[config.mk]
export PLATFORM = sky130hd
export DESIGN_NAME = fetch_unit_flat
export DESIGN_NICKNAME = d
export VERILOG_FILES = /design/src/rtl/cpu_pkg.sv /design/src/rtl/fetch_unit_if.sv /design/src/rtl/fetch_unit.sv /design/src/flat_wrapper.sv
export SDC_FILE = /design/constraint.sdc
export NUM_CORES = 1
export LEC_CHECK = 0
export ABC_AREA = 1
export BUFFER_PORTS_ARGS = -buffer_cell sky130_fd_sc_hd__buf_2
export CELL_PAD_IN_SITES_DETAIL_PLACEMENT = 1
export CELL_PAD_IN_SITES_GLOBAL_PLACEMENT = 1
export CORE_MARGIN = 3
export CORE_UTILIZATION = 35
export DETAILED_ROUTE_END_ITERATION = 8
export PLACE_DENSITY = 0.79
export SYNTH_ARGS = -nofsm -noshare
export SYNTH_HDL_FRONTEND = slang
export SYNTH_SLANG_ARGS = --single-unit
[constraint.sdc]
create_clock -name clk -period 1.6 [get_ports clk]
set_input_delay 0.24 -clock clk [delete_from_list [all_inputs] [get_ports clk]]
set_output_delay 0.24 -clock clk [all_outputs]
set_load 0.02 [all_outputs]
[src/rtl/cpu_pkg.sv]
// cpu_pkg: shared types and constants for the 16-bit RISC core
package cpu_pkg;
  localparam int INSTR_W = 16;
  localparam int ADDR_W = 16;
  localparam logic [ADDR_W-1:0] PC_STEP = 16'd2;
  localparam logic [INSTR_W-1:0] DEFAULT_HALT_WORD = 16'hFFFF;
  typedef enum logic [1:0] {IDLE, RUN, HALT} fetch_state_t;
endpackage

[src/rtl/fetch_unit_if.sv]
// fetch_unit_if: instruction-memory read port and decode handshake
interface fetch_unit_if;
  import cpu_pkg::*;
  logic [ADDR_W-1:0] imem_addr;
  logic [INSTR_W-1:0] imem_data;
  logic [INSTR_W-1:0] dec_instr;
  logic [ADDR_W-1:0] dec_pc;
  logic dec_valid;
  logic dec_ready;
  modport master (output imem_addr, dec_instr, dec_pc, dec_valid, input imem_data, dec_ready);
  modport slave (input imem_addr, dec_instr, dec_pc, dec_valid, output imem_data, dec_ready);
endinterface

[src/rtl/fetch_unit.sv]
// fetch_unit: pc register, decode output register and IDLE/RUN/HALT control
module fetch_unit
  import cpu_pkg::*;
#(
  parameter logic [ADDR_W-1:0] RESET_PC = 16'h0000,
  parameter logic [INSTR_W-1:0] HALT_WORD = DEFAULT_HALT_WORD
) (
  input  logic clk,
  input  logic rst,
  fetch_unit_if.master bus,
  input  logic redirect,
  input  logic [ADDR_W-1:0] redirect_pc,
  input  logic resume,
  output logic halted,
  output logic misalign
);
  fetch_state_t state;
  logic [ADDR_W-1:0] pc;
  logic fire;
  assign bus.imem_addr = pc;
  assign halted = state == HALT;
  assign fire = state == RUN && !redirect && (!bus.dec_valid || bus.dec_ready);
  always_ff @(posedge clk or posedge rst)
    if (rst) begin
      state <= IDLE;
      pc <= RESET_PC;
      bus.dec_instr <= '0;
      bus.dec_pc <= '0;
      bus.dec_valid <= 1'b0;
      misalign <= 1'b0;
    end else if (redirect) begin
      state <= RUN;
      pc <= {redirect_pc[ADDR_W-1:1], 1'b0};
      bus.dec_valid <= 1'b0;
      misalign <= misalign | redirect_pc[0];
    end else if (fire) begin
      bus.dec_instr <= bus.imem_data;
      bus.dec_pc <= pc;
      bus.dec_valid <= 1'b1;
      pc <= pc + PC_STEP;
      state <= bus.imem_data == HALT_WORD ? HALT : RUN;
    end else begin
      if (bus.dec_valid && bus.dec_ready) bus.dec_valid <= 1'b0;
      if (state == IDLE || (state == HALT && resume)) state <= RUN;
    end
endmodule

[src/flat_wrapper.sv]
// flat-port wrapper written by rule: the top's interface ports become plain ports
module fetch_unit_flat import cpu_pkg::*;
#(
  parameter logic [ADDR_W-1:0] RESET_PC = 16'h0000,
  parameter logic [INSTR_W-1:0] HALT_WORD = DEFAULT_HALT_WORD
)
  (clk, rst, redirect, redirect_pc, resume, halted, misalign, bus_imem_addr, bus_dec_instr, bus_dec_pc, bus_dec_valid, bus_imem_data, bus_dec_ready);
  fetch_unit_if bus_i ();
  input  logic clk;
  input  logic rst;
  input  logic redirect;
  input  logic [ADDR_W-1:0] redirect_pc;
  input  logic resume;
  output logic halted;
  output logic misalign;
  output wire logic [$bits(bus_i.imem_addr)-1:0] bus_imem_addr;
  output wire logic [$bits(bus_i.dec_instr)-1:0] bus_dec_instr;
  output wire logic [$bits(bus_i.dec_pc)-1:0] bus_dec_pc;
  output wire logic [$bits(bus_i.dec_valid)-1:0] bus_dec_valid;
  input wire logic [$bits(bus_i.imem_data)-1:0] bus_imem_data;
  input wire logic [$bits(bus_i.dec_ready)-1:0] bus_dec_ready;
  assign bus_imem_addr = bus_i.imem_addr;
  assign bus_dec_instr = bus_i.dec_instr;
  assign bus_dec_pc = bus_i.dec_pc;
  assign bus_dec_valid = bus_i.dec_valid;
  assign bus_i.imem_data = bus_imem_data;
  assign bus_i.dec_ready = bus_dec_ready;
  fetch_unit #(.RESET_PC(RESET_PC), .HALT_WORD(HALT_WORD)) u_core (.clk(clk), .rst(rst), .bus(bus_i), .redirect(redirect), .redirect_pc(redirect_pc), .resume(resume), .halted(halted), .misalign(misalign));
endmodule
==> metrics <==
DRC errors left=0; PortBufs=85; Setup Skew=4.88 ps; Seq pwr share=49.3%; library cells used by synthesis=26; Slew Viols, Final=0; WHS=139 ps; Comb pwr share=28.0%; largest net degree at the start of global routing=51; # IOs=88; core footprint=6570 um2; top_reg_cell synth=dfrtp_1; Worst Path Max Fanout=5; final wirelength=7700 um; Synth area leaders=dfrtp_1 51%, nand2_1 21%, nor2_1 5.2%, inv_1 4.4%, o21ai_0 3.7%; layout cell share with drive strength beyond 1=28.8%; Num CTS Buffers=5; Worst Setup SP=u_core.bus.imem_addr[1]; YS warnings=0; CP Capture Type=flip-flop; Die Ht=89.8 um; Synth Cell Area=2460 um2; flops & latches, synth=50; CTS root buf=clkbuf_8; reg-to-reg slack, setup=130 ps; final core occ=48.1%; Antenna Cells=0; post-route cell area=3160 um2; sequential share of the synthesized area=50.9%; Clock Sink Count=50; # rows=29; Crit path arrival time=1660 ps; cell count after synthesis=327; total grt overflow=0; Final Net Count=462; vias in the first global route=2613; Sw Share=35.2%; CP dominant cell by count=nand2_2; maximum clock rate=680 MHz; Final min period=1470 ps; area leader, netlist=dfrtp_1; Post-DP HPWL=5810 um; DR vias=2465; slowest CP cell=dfrtp_1; critical path required time=1790 ps; crit path kind=flip-flop to flip-flop; setup violators final=0; P_sw=1090 uW; Placement Cell Area=3050 um2; count leader, synth=nand2_1; Max clock buf depth=2; area grow syn2layout=28.5%; clk_lat worst skew=300 ps; Synth async-reset ratio=100%; CP top delay family=simple AND/OR/NAND/NOR gates; clk slew on worst S/H paths=90 ps; DIE AREA=8060 um2; HP Start=redirect_pc[0]; status=complete, no violations; Max VDD drop=350 uV; EDFF count, synth=0; Initial Utilization=37.4%; first-pass GRT wire length=12700 um; fraction of power consumed by the clock network=22.8%; Avg WL per Cell=14.9 um; First DRT Iteration DRCs=92; htree depth=2; post-synth top area share=50.9%; element type at the critical path start=flip-flop; DR vias/cell=4.77; crit-path cells=ha_2, nand2_2, nor2_4, nand2_2, nor2_1, inv_1, nand2_1, nand3_1; GP Congestion=0.782; Die Width=89.8 um; # Max-Cap Violations=0; Fin. Hold Viols=0; antenna violation net count after detailed routing=0; Worst R2R Start=u_core.bus.imem_addr[1]; GRT Util Overall=19.4%; worst path buffer plus inverter count=1; Mean Syn Cell Area=7.51 um2; first drt pass iteration count=4; Worst Hold Class=primary input to flip-flop; TritonCTS clock tree=yes; final period utilization=91.9%; power density cells=980 nW/um2; Post-synth top cells=137 x nand2_1, 50 x dfrtp_1, 34 x nor2_1; initial antenna violation count=0; crit-path max cell delay=430 ps; Lkg Pwr=0.00173 uW; Cell Int Power=2000 uW
[cell type report]
cell class	instances	area [um2]
clock buffers	5	68.8
multi-input cells	235	1030
clock inverters	2	10.0
well taps	93	116
fillers	879	3410
repair buffers	102	568
inverters	30	113
flip-flops and latches	50	1250
[flip-flops by register name, indices dropped and copies added, names as in the netlist]
signal,count
u_core.state,2
u_core.bus.dec_pc,15
u_core.bus.imem_addr,15
u_core.bus.dec_valid,1
u_core.bus.dec_instr,16
u_core.misalign,1
[cells in the final DEF (no fill, tap or decap), types with 4 or more instances in the layout]
master,synthesis,routed
nand4_1,4,4
buf_2,6,85
nor2_2,5,5
o21ai_0,18,18
nand3_1,15,15
clkbuf_8,0,5
nand2_1,137,137
nor2_1,34,33
buf_4,5,15
inv_1,29,28
dfrtp_1,50,50
[worst paths after layout]
path	endpoint	cells after the start
worst max-delay path	u_core.bus.imem_addr[13]	8
worst min-delay path	u_core.misalign	2
worst max register to register	u_core.bus.imem_addr[13]	8
worst min register to register	u_core.misalign	1
max in group asynchronous	u_core.bus.imem_addr[2]	4
min in group asynchronous	u_core.bus.dec_pc[9]	4
[layer usage]
layer	track usage [%]	vias to the layer above	part of all wire, %
met2	34.1	57	51
met4	6.64	0	2.2
li1	-	1189	-
met5	0	-	0
met1	23.7	1205	43
met3	4.01	14	4.0
[metrics by stage]
| step | worst slack, ps | setup TNS (ps) | power, uW | instances |
|---|---|---|---|---|
| 2_1_floorplan | 145 | 0 | 2040 | 328 |
| 3_3_place_gp | 231 | 0 | 2380 | 509 |
| 3_5_place_dp | 85.4 | 0 | 2410 | 509 |
| 5_1_grt | -1.26 | -1.26 | 3300 | 517 |
| 4_1_cts | 68.8 | 0 | 3130 | 517 |
| 6_report | 129 | 0 | 3090 | 517 |
[cell families after synthesis]
kind of cell,count (synthesis),share of synthesized area (%)
multiplexers,2,0.815
flip-flops,50,50.9
other,1,0.153
buffers and inverters,43,7.94
AO/OA/AOI/OAI,28,6.21
AND/OR/NAND/NOR,200,32.7
XOR/XNOR,2,0.713
adder cells (fa/ha/maj),1,0.509
[power groups by stage]
stage / Combinational [uW] / Clock, uW / Sequential, uW
detailed placement: 861 / 0 / 1550
CTS: 870 / 733 / 1530
global route: 958 / 799 / 1550
global placement: 838 / 0 / 1540
floorplan: 309 / 0 / 1740
finish: 866 / 704 / 1520
[timing repair]
action	CTS	global route
hold buffers	1	0
endpoints found under the setup margin	0	6
gates resized for setup	0	4
endpoints found under the hold margin	50	0
buffers inserted	0	0
No activity file was read; power rests on OpenSTA's default activity.
